### src/rtl/spi_pkg.sv
// -----------------------------------------------------------------------------
// spi_pkg
// Definitions shared by the SPI read and write paths.
//
// Contents:
//   ST_IDLE/ST_SETUP/ST_SHIFT/ST_HOLD : transfer state encodings
//   spi_state_e                       : enumerated state type built on them
// -----------------------------------------------------------------------------
package spi_pkg;

    localparam logic [1:0] ST_IDLE  = 2'd0;
    localparam logic [1:0] ST_SETUP = 2'd1;
    localparam logic [1:0] ST_SHIFT = 2'd2;
    localparam logic [1:0] ST_HOLD  = 2'd3;

    typedef enum logic [1:0] {
        IDLE  = ST_IDLE,
        SETUP = ST_SETUP,
        SHIFT = ST_SHIFT,
        HOLD  = ST_HOLD
    } spi_state_e;

endpackage

### src/rtl/spi_read_if.sv
// -----------------------------------------------------------------------------
// spi_read_if
// Serial-side bundle between the SPI master reader and the slave device.
//
// Signals:
//   sclk_o  serial clock, CPOL=0 (driven by master)
//   cs_o    chip select, active-low (driven by master)
//   miso_i  serial data from slave to master
// Modports:
//   master  drives sclk_o/cs_o, samples miso_i
//   slave   samples sclk_o/cs_o, drives miso_i
// -----------------------------------------------------------------------------
interface spi_read_if;

    logic sclk_o;
    logic cs_o;
    logic miso_i;

    modport master (
        output sclk_o,
        output cs_o,
        input  miso_i
    );

    modport slave (
        input  sclk_o,
        input  cs_o,
        output miso_i
    );

endinterface

### src/rtl/spi_read_sclk_tick.sv
// -----------------------------------------------------------------------------
// sclk_tick
// Loadable down-counter that paces the serial clock. A load captures kmax_i
// both as the running count and as the reload value, so later changes on
// kmax_i do not disturb a transfer in flight. While enabled the count
// decrements every cycle; when it reaches zero tick_o is high for that cycle
// and the count reloads, giving one tick every (kmax+1) cycles.
//
// Ports:
//   clk_i    system clock
//   rst_i    asynchronous active-low reset
//   load_i   capture kmax_i into count and reload register
//   kmax_i   half-period minus one, in clk_i cycles
//   en_i     count enable
//   tick_o   high in the cycle the enabled count is zero
// -----------------------------------------------------------------------------
module sclk_tick #(
    parameter int DivWidth = 8
) (
    input  logic                clk_i,
    input  logic                rst_i,
    input  logic                load_i,
    input  logic [DivWidth-1:0] kmax_i,
    input  logic                en_i,
    output logic                tick_o
);

    logic [DivWidth-1:0] cnt_reg;
    logic [DivWidth-1:0] kmax_reg;

    assign tick_o = en_i && (cnt_reg == '0);

    always_ff @(posedge clk_i or negedge rst_i) begin
        if (!rst_i) begin
            cnt_reg  <= '0;
            kmax_reg <= '0;
        end else if (load_i) begin
            cnt_reg  <= kmax_i;
            kmax_reg <= kmax_i;
        end else if (en_i) begin
            if (cnt_reg == '0) begin
                cnt_reg <= kmax_reg;
            end else begin
                cnt_reg <= cnt_reg - DivWidth'(1);
            end
        end
    end

endmodule

### src/rtl/spi_read.sv
// -----------------------------------------------------------------------------
// spi_read
// SPI mode-0 master reader. A start request in IDLE drops chip select,
// runs Width serial clock cycles at a rate set by kmax_i, shifts miso_i in
// on every SCLK rising edge and finally presents the word on data_o with a
// one-cycle valid_o strobe. Chip select is held low for one tick period
// before the first rising edge and after the last falling edge.
//
// Parameters:
//   Width     bits per transfer (>= 2)
//   DivWidth  width of kmax_i
// Ports:
//   clk_i     system clock
//   rst_i     asynchronous active-low reset
//   start_i   read request, accepted only in IDLE
//   kmax_i    SCLK half-period minus one, latched at start
//   data_o    last received word, held until the next completed transfer
//   valid_o   one-cycle pulse when data_o is updated
//   busy_o    transfer in progress
//   spi       serial bus (sclk_o, cs_o, miso_i), master side
//
// Build option:
//   SPI_READ_LSB_FIRST_EN  defined -> first received bit lands in data_o[0];
//                          undefined -> first bit lands in data_o[Width-1].
// -----------------------------------------------------------------------------
module spi_read
    import spi_pkg::*;
#(
    parameter int Width    = 16,
    parameter int DivWidth = 8
) (
    input  logic                clk_i,
    input  logic                rst_i,
    input  logic                start_i,
    input  logic [DivWidth-1:0] kmax_i,
    output logic [Width-1:0]    data_o,
    output logic                valid_o,
    output logic                busy_o,
    spi_read_if.master          spi
);

    localparam int CntW = (Width > 2) ? $clog2(Width) : 1;

    spi_state_e        state_reg, state_next;
    logic              sclk_reg, sclk_next;
    logic              cs_reg, cs_next;
    logic              busy_reg, busy_next;
    logic              valid_reg, valid_next;
    logic [Width-1:0]  data_reg, data_next;
    logic [Width-1:0]  shreg_reg, shreg_next;
    logic [CntW-1:0]   bit_cnt_reg, bit_cnt_next;

    logic              tick;
    logic              tick_load;
    logic              tick_en;

    // Insert one received bit into the shift register.
    function automatic logic [Width-1:0] shift_in(input logic [Width-1:0] sr,
                                                  input logic             b);
`ifdef SPI_READ_LSB_FIRST_EN
        return {b, sr[Width-1:1]};
`else
        return {sr[Width-2:0], b};
`endif
    endfunction

    // The tick counter only runs while a transfer is active; in IDLE it
    // waits for the load that accompanies an accepted start.
    assign tick_en = (state_reg != IDLE);

    sclk_tick #(
        .DivWidth (DivWidth)
    ) u_sclk_tick (
        .clk_i  (clk_i),
        .rst_i  (rst_i),
        .load_i (tick_load),
        .kmax_i (kmax_i),
        .en_i   (tick_en),
        .tick_o (tick)
    );

    always_ff @(posedge clk_i or negedge rst_i) begin
        if (!rst_i) begin
            state_reg   <= IDLE;
            sclk_reg    <= 1'b0;
            cs_reg      <= 1'b1;
            busy_reg    <= 1'b0;
            valid_reg   <= 1'b0;
            data_reg    <= '0;
            shreg_reg   <= '0;
            bit_cnt_reg <= '0;
        end else begin
            state_reg   <= state_next;
            sclk_reg    <= sclk_next;
            cs_reg      <= cs_next;
            busy_reg    <= busy_next;
            valid_reg   <= valid_next;
            data_reg    <= data_next;
            shreg_reg   <= shreg_next;
            bit_cnt_reg <= bit_cnt_next;
        end
    end

    always_comb begin
        state_next   = state_reg;
        sclk_next    = sclk_reg;
        cs_next      = cs_reg;
        busy_next    = busy_reg;
        valid_next   = 1'b0;
        data_next    = data_reg;
        shreg_next   = shreg_reg;
        bit_cnt_next = bit_cnt_reg;
        tick_load    = 1'b0;

        unique case (state_reg)
            IDLE: begin
                if (start_i) begin
                    state_next   = SETUP;
                    cs_next      = 1'b0;
                    busy_next    = 1'b1;
                    tick_load    = 1'b1;
                    bit_cnt_next = '0;
                    shreg_next   = '0;
                end
            end

            // First tick ends the CS setup time with the first rising edge,
            // which is also the first sampling point.
            SETUP: begin
                if (tick) begin
                    state_next = SHIFT;
                    sclk_next  = 1'b1;
                    shreg_next = shift_in(shreg_reg, spi.miso_i);
                end
            end

            SHIFT: begin
                if (tick) begin
                    if (sclk_reg) begin
                        // Falling edge: one bit completed.
                        sclk_next = 1'b0;
                        if (bit_cnt_reg == CntW'(Width - 1)) begin
                            state_next   = HOLD;
                            bit_cnt_next = '0;
                        end else begin
                            bit_cnt_next = bit_cnt_reg + CntW'(1);
                        end
                    end else begin
                        sclk_next  = 1'b1;
                        shreg_next = shift_in(shreg_reg, spi.miso_i);
                    end
                end
            end

            HOLD: begin
                if (tick) begin
                    state_next = IDLE;
                    cs_next    = 1'b1;
                    busy_next  = 1'b0;
                    valid_next = 1'b1;
                    data_next  = shreg_reg;
                end
            end

            default: begin
                state_next = IDLE;
            end
        endcase
    end

    assign spi.sclk_o = sclk_reg;
    assign spi.cs_o   = cs_reg;
    assign data_o     = data_reg;
    assign valid_o    = valid_reg;
    assign busy_o     = busy_reg;

endmodule

### src/flat_wrapper.sv
// flat-port wrapper written by rule: the top's interface ports become plain ports
module spi_read_flat import spi_pkg::*;
#(
    parameter int Width    = 16,
    parameter int DivWidth = 8
)
  (clk_i, rst_i, start_i, kmax_i, data_o, valid_o, busy_o, spi_sclk_o, spi_cs_o, spi_miso_i);
  spi_read_if spi_i ();
  input  logic clk_i;
  input  logic rst_i;
  input  logic start_i;
  input  logic [DivWidth-1:0] kmax_i;
  output logic [Width-1:0] data_o;
  output logic valid_o;
  output logic busy_o;
  output wire logic [$bits(spi_i.sclk_o)-1:0] spi_sclk_o;
  output wire logic [$bits(spi_i.cs_o)-1:0] spi_cs_o;
  input wire logic [$bits(spi_i.miso_i)-1:0] spi_miso_i;
  assign spi_sclk_o = spi_i.sclk_o;
  assign spi_cs_o = spi_i.cs_o;
  assign spi_i.miso_i = spi_miso_i;
  spi_read #(.Width(Width), .DivWidth(DivWidth)) u_core (.clk_i(clk_i), .rst_i(rst_i), .start_i(start_i), .kmax_i(kmax_i), .data_o(data_o), .valid_o(valid_o), .busy_o(busy_o), .spi(spi_i));
endmodule
### config.mk
export PLATFORM = sky130hd
export DESIGN_NAME = spi_read_flat
export DESIGN_NICKNAME = d
export VERILOG_FILES = /design/src/rtl/spi_pkg.sv /design/src/rtl/spi_read_if.sv /design/src/rtl/spi_read_sclk_tick.sv /design/src/rtl/spi_read.sv /design/src/flat_wrapper.sv
export SDC_FILE = /design/constraint.sdc
export NUM_CORES = 1
export LEC_CHECK = 0
export CORE_MARGIN = 2
export CORE_UTILIZATION = 45
export DETAILED_ROUTE_END_ITERATION = 8
export PLACE_DENSITY = 0.66
export SKIP_LAST_GASP = 1
export SLEW_MARGIN = 20
export SYNTH_ARGS = -nofsm -noshare
export SYNTH_HDL_FRONTEND = slang
export SYNTH_HIERARCHICAL = 1
export SYNTH_SLANG_ARGS = --single-unit
### constraint.sdc
create_clock -name clk_i -period 2.35 [get_ports clk_i]
set_input_delay 0.47 -clock clk_i [delete_from_list [all_inputs] [get_ports clk_i]]
set_output_delay 0.47 -clock clk_i [all_outputs]
set_load 0.01 [all_outputs]
# Word-level counts from Yosys, hierarchy flattened
# Index checks and enable logic that the tools add are counted.
[word_totals]
in_bits = 12
output_inout_bits = 20
regBits = 58
[classes]
n_reduce_logical = 15
eq_ne = 11
n_mux = 33
n_addsub = 2
[ops]
columns = ["op", "count"]
rows = [
  ["two-way mux 16 bit", 4],
  ["case mux 16 bit (3 select lines)", 1],
  ["two-way mux 8 bit", 3],
  ["two-way mux 4 bit", 4],
  ["two-way mux 2 bit", 6],
  ["two-way mux 1 bit", 10],
  ["!= test 2 x 1 -> 1 bit, second input constant", 5],
  ["nonzero test 2 bit", 5],
  ["zero test 8 bit", 1],
  ["case mux 2 bit (4 select lines)", 1],
  ["case mux 4 bit (2 select lines)", 1],
  ["subtractor 8 x 1 -> 8 bit, second input constant", 1],
  ["case mux 1 bit (2 select lines)", 3],
  ["AND reduction 3 bit", 2],
  ["AND reduction 6 bit", 1],
  ["AND reduction 5 bit", 1],
  ["adder 4 x 1 -> 4 bit, second input constant", 1],
  ["== test 2 bit, second input constant", 2],
  ["== test 4 bit, second input constant", 1],
  ["!= test 2 bit, second input constant", 2],
  ["AND reduction 4 bit", 1],
  ["nonzero test 3 bit", 1],
  ["== test 2 x 1 -> 1 bit, second input constant", 1],
  ["zero test 2 bit", 1],
  ["other kinds (2)", 2],
]

# Logic depth before layout (Yosys ltp)
# Gate-level depths: netlist (run 1).
[logic_depth]
ltp_word = 5
mapped_depth = 11
depth_no_buf = 9

# Hierarchy
# Netlist (run 1), hierarchy kept.
[modules_own_cells]
columns = ["module", "n_inst", "area_each_um2", "cells_each"]
rows = [
  ["spi_read", 1, 1896.8, 182],
  ["sclk_tick", 1, 869.6, 85],
]

# Worst setup path before layout (run 1)
# No wires, ideal clock.
[synth_path]
kind = "reg2reg"
start = "register u_core.state_reg[0]"
end = "register u_core.shreg_reg[0]"
stages_incl_launch_ff = 12
period_less_slack_ps = 1989
t_arrival_ps = 1867
setup_slack_ps = 361
required_ps = 2227
cell_sequence = "dfrtp_1 > inv_1 > ha_1 > inv_1 > nand2_1 > nor2_1 > clkbuf_4 > o21ai_2 > a211o_1 > buf_6 > buf_12 > mux2i_1"
[synth_between]
elab_chain_cells = 4
elab_cells_between_ends = 12
[synth_lines]
columns = ["element", "line", "text"]
rows = [
  ["from (decl)", "spi_read.sv:44", "spi_state_e state_reg, state_next;"],
  ["from (signal assigned)", "spi_read.sv:93", "state_reg <= state_next;"],
  ["nonzero test 2 bit *", "spi_read.sv:69", "assign tick_en = (state_reg != IDLE);"],
  ["named net u_core.tick_en", "spi_read.sv:55", "logic tick_en;"],
  ["logical AND 1 bit *", "spi_read_sclk_tick.sv:31", "assign tick_o = en_i && (cnt_reg == '0);"],
  ["named net u_core.tick", "spi_read.sv:53", "logic tick;"],
  ["!= test 2 x 1 -> 1 bit (no source line)", "n/a", ""],
  ["AND reduction 5 bit (no source line) *", "n/a", ""],
  ["to (signal assigned)", "spi_read.sv:99", "shreg_reg <= shreg_next;"],
  ["to (decl)", "spi_read.sv:50", "logic [Width-1:0] shreg_reg, shreg_next;"],
]
# The timed path passes the listed nets; every way through them passes the cells marked *.
# A chain may end at the register's enable or synchronous reset.

# Final worst setup path (run 1)
[layout_path]
start = "register u_core.state_reg[0]"
end = "register u_core.state_reg[1]"
[layout_between]
elab_chain_cells = 4
elab_cells_between_ends = 14
[layout_lines]
columns = ["element", "line"]
rows = [
  ["nonzero test 2 bit *", "spi_read.sv:69"],
  ["named net u_core.tick_en", "spi_read.sv:55"],
  ["logical AND 1 bit *", "spi_read_sclk_tick.sv:31"],
  ["named net u_core.tick", "spi_read.sv:53"],
  ["!= test 2 x 1 -> 1 bit (no source line)", "n/a"],
  ["AND reduction 6 bit (no source line) *", "n/a"],
]
# Marks and branches as above.

==> results of run 1 <==
-- synthesized netlist by cell type (2+ instances only) --
library cell and instances:
o21ai_0 28, nor2b_1 2, dfrtp_1 57, nand3b_1 3, buf_6 2, a21oi_1 4
ha_1 8, nor3_1 4, inv_1 29, a31oi_1 3, mux2_2 7, xor2_1 3
nor2_1 10, a22oi_1 5, nor3b_1 2, clkbuf_1 6, mux2i_1 23, nand3_1 4
nand2_1 43
-- path summary, 6_finish.rpt --
kind                                          to  slack (ns)  depth (start not counted)
max                          u_core/state_reg[1]        0.24                          9
min                        u_core/bit_cnt_reg[0]        0.08                          1
max reg2reg                  u_core/state_reg[1]        0.24                          9
min reg2reg                     u_core/data_o[0]        0.48                          2
max in group asynchronous       u_core/data_o[2]        1.70                          2
min in group clk_i              u_core/data_o[0]        0.48                          2
-- power by group through the flow --
stage	combinational [W]	clock, W	sequential [W]
final	0.00158	0.000934	0.00152
after detailed placement	0.00160	0	0.00153
after global placement	0.00156	0	0.00152
after CTS	0.00160	0.000959	0.00152
after global routing	0.00177	0.00100	0.00156
after floorplan	0.00128	0	0.00150
-- metrics by stage --
| stage | setup WS, ns | util [%] | cell area [um^2] | hold slack (ns) |
|---|---|---|---|---|
| after floorplan | 0.361 | - | 2770 | 0.174 |
| after global placement | 0.336 | 53.1 | 3140 | 0.467 |
| after detailed placement | 0.232 | 53.1 | 3140 | 0.456 |
| after CTS | 0.217 | 56.5 | 3350 | 0.0842 |
| after global routing | 0.0596 | 56.5 | 3350 | 0.101 |
| final | 0.237 | 56.5 | 3350 | 0.0837 |
-- worst max-delay path: stages (launching register included) --
cell     delay, ns
dfrtp_1       0.43
inv_1         0.09
ha_1          0.21
inv_1         0.15
nand2_1       0.11
nor2_1        0.12
buf_4         0.17
o21ai_2       0.08
nor3_1        0.29
mux2_2        0.37
-- cell type report --
| cell class | count | area [um^2] |
|---|---|---|
| fillers | 545 | 2570 |
| flip-flops and latches | 58 | 1450 |
| multi-input cells | 169 | 1120 |
| repair buffers | 37 | 363 |
| clock buffers | 11 | 151 |
| inverters | 29 | 109 |
| well taps | 75 | 93.8 |
| clock inverters | 5 | 52.6 |
-- routing by layer --
layer / GRT usage [%] / wire (um) / vias to the layer above
met1: 21.9 / 2410 / 945
met5: 0 / 0 / -
met4: 8.50 / 108 / 0
li1: - / - / 970
met3: 5.65 / 217 / 13
met2: 26.5 / 2390 / 32
-- cells by family after synthesis --
group / after synthesis
mux: 30
simple gates: 76
fa+ha+maj: 8
xor+xnor: 3
buf+inv: 40
compound gates: 52
flops: 58
==> flow_summary.yaml, run 1 <==
grt:
  grt-ovfl-total: 0
  grt_pass1_wl_um: 8610
  grt_pass1_vias: 1896
  grt_use_total_pct: 17.2
  grt_max_degree: 40
  grt_antenna_before_repair: 0
outcome:
  status: "completed"
cells_and_area:
  areaGrowthSynthToFinish_pct: 20.9
  nets: 324
  final_common_cell: "dfrtp_1"
  diodes: 0
  finalNonFillerCells: 384
  layout_common_cells: "dfrtp_1, nand2_1, clkdlybuf4s50_1, inv_1, o21ai_0"
  layout-drive-gt1-share_pct: 12.0
route:
  num_vias: 1960
  drt-total-wl_um: 5120
  drt-initial-drc-count: 111
  wl_per_cell_um: 13.3
  drc_errors: 0
  ant_nets: 0
  drt-pass1-iter-count: 4
  vias_per_cell: 5.10
placed_design:
  dpl.hpwl_um: 3440
  port_buffers: 31
  gp_congestion: 0.874
  dp_cells: 368
pwr:
  pwr-share-clk_pct: 23.2
  ir_worst_vdd_mv: 0.608
  leakagePower_nw: 1.58
  power.density_nw_per_um2: 1200
  swShare_pct: 36.7
  p_sw_w: 0.00148
  p_comb_share_pct: 39.1
  finalPower_w: 0.00403
  intPower_w: 0.00255
  p_seq_share_pct: 37.7
sta:
  rsz0062_at_grt: "no"
  tightest_slew_ns: 0.513
  setup_violations: 0
  final_max_slew_viol_count: 0
  finalClockSkew_ns: 0.00802
  fin_setup_tns_ns: 0
  slew_headroom_pct: 65.8
  timing.final.hold_violations: 0
  finalCriticalPeriod_ns: 2.11
  max_freq_mhz: 473
  period_share_pct: 89.9
floorplanning:
  initial_core_util_pct: 46.7
  num_io_pins: 32
  die-area_um2: 6790
  die_w_um: 82.4
  rows: 28
  die_h_um: 82.4
  core_um2: 5920
setup_path:
  r2r_start: "u_core/state_reg[0]"
  cp_max_fo: 8
  startpoint_type: "flop"
  crit_required_ns: 2.58
  crit_path_start: "u_core/state_reg[0]"
  cp-end-kind: "flop"
  critPathKind: "flop to flop"
  arrival_ns: 2.34
synth:
  synth.cell_area_um2: 2770
  synth_top_family_by_area: "simple AND/OR/NAND/NOR gates"
  yosysWarnings: 6
  synth_area_per_cell_um2: 10.4
  synth_nets: 287
  synth_largest_area_cell: "dfrtp_1"
  syn_inst: 267
  ys_seq_area_share_pct: 52.5
  synthFlopType: "dfrtp_1"
  yosysUniqueCellTypes: 43
  ys_ff_latch: 58
  yosys.area_share.simple_pct: 13.4
  synth_compound_area_share_pct: 11.5
  synth-edff-count: 0
  synthXorXnorAreaFrac_pct: 0.950
  synthAdderAreaFrac_pct: 3.62
  async_flop_share_pct: 100
  synth_top_area_share_pct: 51.6
  synth_area_leaders: "dfrtp_1, mux2i_1, nand2_1, o21ai_0, inv_1"
  muxShareOfSynthArea_pct: 11.2
clocking:
  worst_skew_pair.late_latency_ns: 0.34
  cts.repair.resized: 0
  postCtsHoldBufs: 0
  clockBufferDepth: 2
  cts_max_level: 3
  numCtsBuffers: 9
  clk_pin_slew_ns: 0.06
  cts-root-buf: "clkbuf_8"
  cts_tree: "yes"
  cts.sinks: 58
  post-cts-setup-buffers: 0
run:
  maxCapViolations: 0
worst_hold_path:
  hold_class: "primary input to async pin"
(Power assumes the default switching activity.)
==> run 2, diff against run 1 <==
Settings changed: CORE_UTILIZATION 45 to 50, PLACE_DENSITY 0.66 to 0.75.
Clock period 2.35 ns to 1.7 ns, I/O delays scaled along.
==> flow_summary.yaml, run 2 (synthesized netlist as in run 1, its figures left out) <==
setup_path:
  r2r_cells: 8
  cp_max_fo: 8
  critPathMaxStageDelay_ns: 0.40
  path_cells: "nor4_4 > nand2_2 > nor2_1 > buf_4 > o21ai_4 > a211o_4 > buf_12 > mux2i_2"
  startpoint_type: "flop"
  critPathKind: "flop to flop"
  arrival_ns: 2.12
  crit_required_ns: 1.93
  r2r_start: "u_core/u_sclk_tick/cnt_reg[4]"
  reg2reg_setup_slack_ns: -0.19
  cp-end-kind: "flop"
  reg2reg_to: "u_core/shreg_reg[12]"
  cp_slowest_cell: "dfrtp_1"
placed_design:
  place_ws_ns: -0.245
  gp_congestion: 0.815
  dpl.hpwl_um: 3870
  port_buffers: 31
  dpl_cell_area_um2: 3400
route:
  drc_errors: 0
  drt-pass1-iter-count: 4
  wl_per_cell_um: 16.3
  ant_nets: 0
  vias_per_cell: 5.30
  num_vias: 2249
  drt-total-wl_um: 6920
  drt-initial-drc-count: 137
outcome:
  violations: "negative setup slack"
  status: "complete, but fails checks"
cells_and_area:
  areaGrowthSynthToFinish_pct: 44.6
  fin_area_um2: 4000
  diodes: 0
  final_common_cell: "dfrtp_1"
  layout-drive-gt1-share_pct: 30.7
  nets: 367
  layout_common_cells: "dfrtp_1, buf_4, nand2_1, clkdlybuf4s50_1"
grt:
  grt_antenna_before_repair: 0
  grt-ovfl-total: 0
  use_met1_pct: 27.3
  grtUsageMet2_pct: 36.4
  grt_pass1_wl_um: 10600
  grt_pass1_vias: 2299
  met3_usage_pct: 7.82
  grt-busiest-layer: "met2"
  grt_use_total_pct: 22.7
  grt_max_degree: 39
clocking:
  numCtsBuffers: 9
  clk_pin_slew_ns: 0.06
  cts-root-buf: "clkbuf_8"
  cts.sinks: 58
  cts_max_level: 3
  cts_tree: "yes"
  clockBufferDepth: 2
  worst_skew_pair.late_latency_ns: 0.35
sta:
  finalClockSkew_ns: 0.00795
  setup_violations: 39
  setup_slack_ns: -0.189
  timing.final.hold_violations: 0
  final_max_slew_viol_count: 0
  fin_setup_tns_ns: -5.39
  max_freq_mhz: 529
  period_share_pct: 111
  finalCriticalPeriod_ns: 1.89
  tightest_slew_ns: 0.374
  slew_headroom_pct: 75.1
  rsz0062_at_grt: "yes"
pwr:
  power.density_nw_per_um2: 1770
  leakagePower_nw: 1.87
  ir_worst_vdd_mv: 0.840
worst_hold_path:
  hold_class: "primary input to async pin"
floorplanning:
  core_um2: 5440
  die-area_um2: 6140
  initial_core_util_pct: 50.9
  die_w_um: 78.4
  die_h_um: 78.4
  rows: 27
  num_io_pins: 32
run:
  maxCapViolations: 0
==> run 2: changes by cell type in the layout (fill, tap and decap cells not counted), sizes merged <==
cell / previous run / this run
buf: 7 / 46
clkbuf: 11 / 15
clkinv: 3 / 0
bufinv: 1 / 2
clkdlybuf4s50: 30 / 29
clkinvlp: 1 / 2
dlygate4sd2: 0 / 1
dlygate4sd3: 0 / 1
==> run 2: per-layer routing <==
layer  share of wire [%]  vias to the layer above
li1                    -                     1063
met1                  41                     1115
met2                  52                       59
met3                 5.5                       12
met4                 1.6                        0
met5                   0                        -
==> run 2: metrics by stage <==
step	util, %	power [W]	cells	hold slack (ns)
final	73.5	0.00709	424	0.446
after global routing	73.5	0.00750	424	0.479
after CTS	69.3	0.00651	417	0.442
after floorplan	-	0.00389	267	0.0444
after detailed placement	62.5	0.00490	393	0.276
after global placement	62.5	0.00482	393	0.276
==> run 2: power by group <==
part           total [W]  switching, W  leakage [nW]  internal (W)
clock network    0.00143      0.000564         0.103      0.000866
logic            0.00362       0.00175          1.01       0.00188
registers        0.00203      0.000269         0.759       0.00177
total            0.00709       0.00258          1.87       0.00451
==> run 2: worst max-delay path, delay by kind of cell (launching register included) <==
kind | cells | cell delay, ns
simple gates | 3 | 0.54
flops | 1 | 0.40
compound gates | 2 | 0.38
buf+inv | 2 | 0.31
mux | 1 | 0.14
==> run 2: cell type report <==
class / count / area [um^2]
multi-input combinational: 169 / 1300
timing repair buffer: 80 / 825
inverter: 29 / 109
fill: 358 / 1440
tap: 72 / 90.1
clock inverter: 4 / 75.1
sequential: 58 / 1450
clock buffer: 12 / 145
==> run 2: worst max path at each step <==
stage,slack (ns),startpoint,endpoint
after floorplan,-0.23,u_core/u_sclk_tick/cnt_reg[4],u_core/shreg_reg[0]
after global placement,-0.23,u_core/u_sclk_tick/cnt_reg[4],u_core/state_reg[1]
after detailed placement,-0.24,u_core/u_sclk_tick/cnt_reg[4],u_core/state_reg[1]
after CTS,-0.16,u_core/u_sclk_tick/cnt_reg[2],u_core/shreg_reg[3]
after global routing,-0.30,u_core/u_sclk_tick/cnt_reg[4],u_core/shreg_reg[1]
final,-0.19,u_core/u_sclk_tick/cnt_reg[4],u_core/shreg_reg[12]
==> run 2: timing repair <==
item                                   4_1_cts  5_1_grt
gates cloned                                 2        3
endpoints found under the hold margin       13        0
buffers inserted                             5        6
hold buffers                                 1        0
pin swaps                                    4        9
setup endpoints to repair                   27       47
resized for setup                           15       45
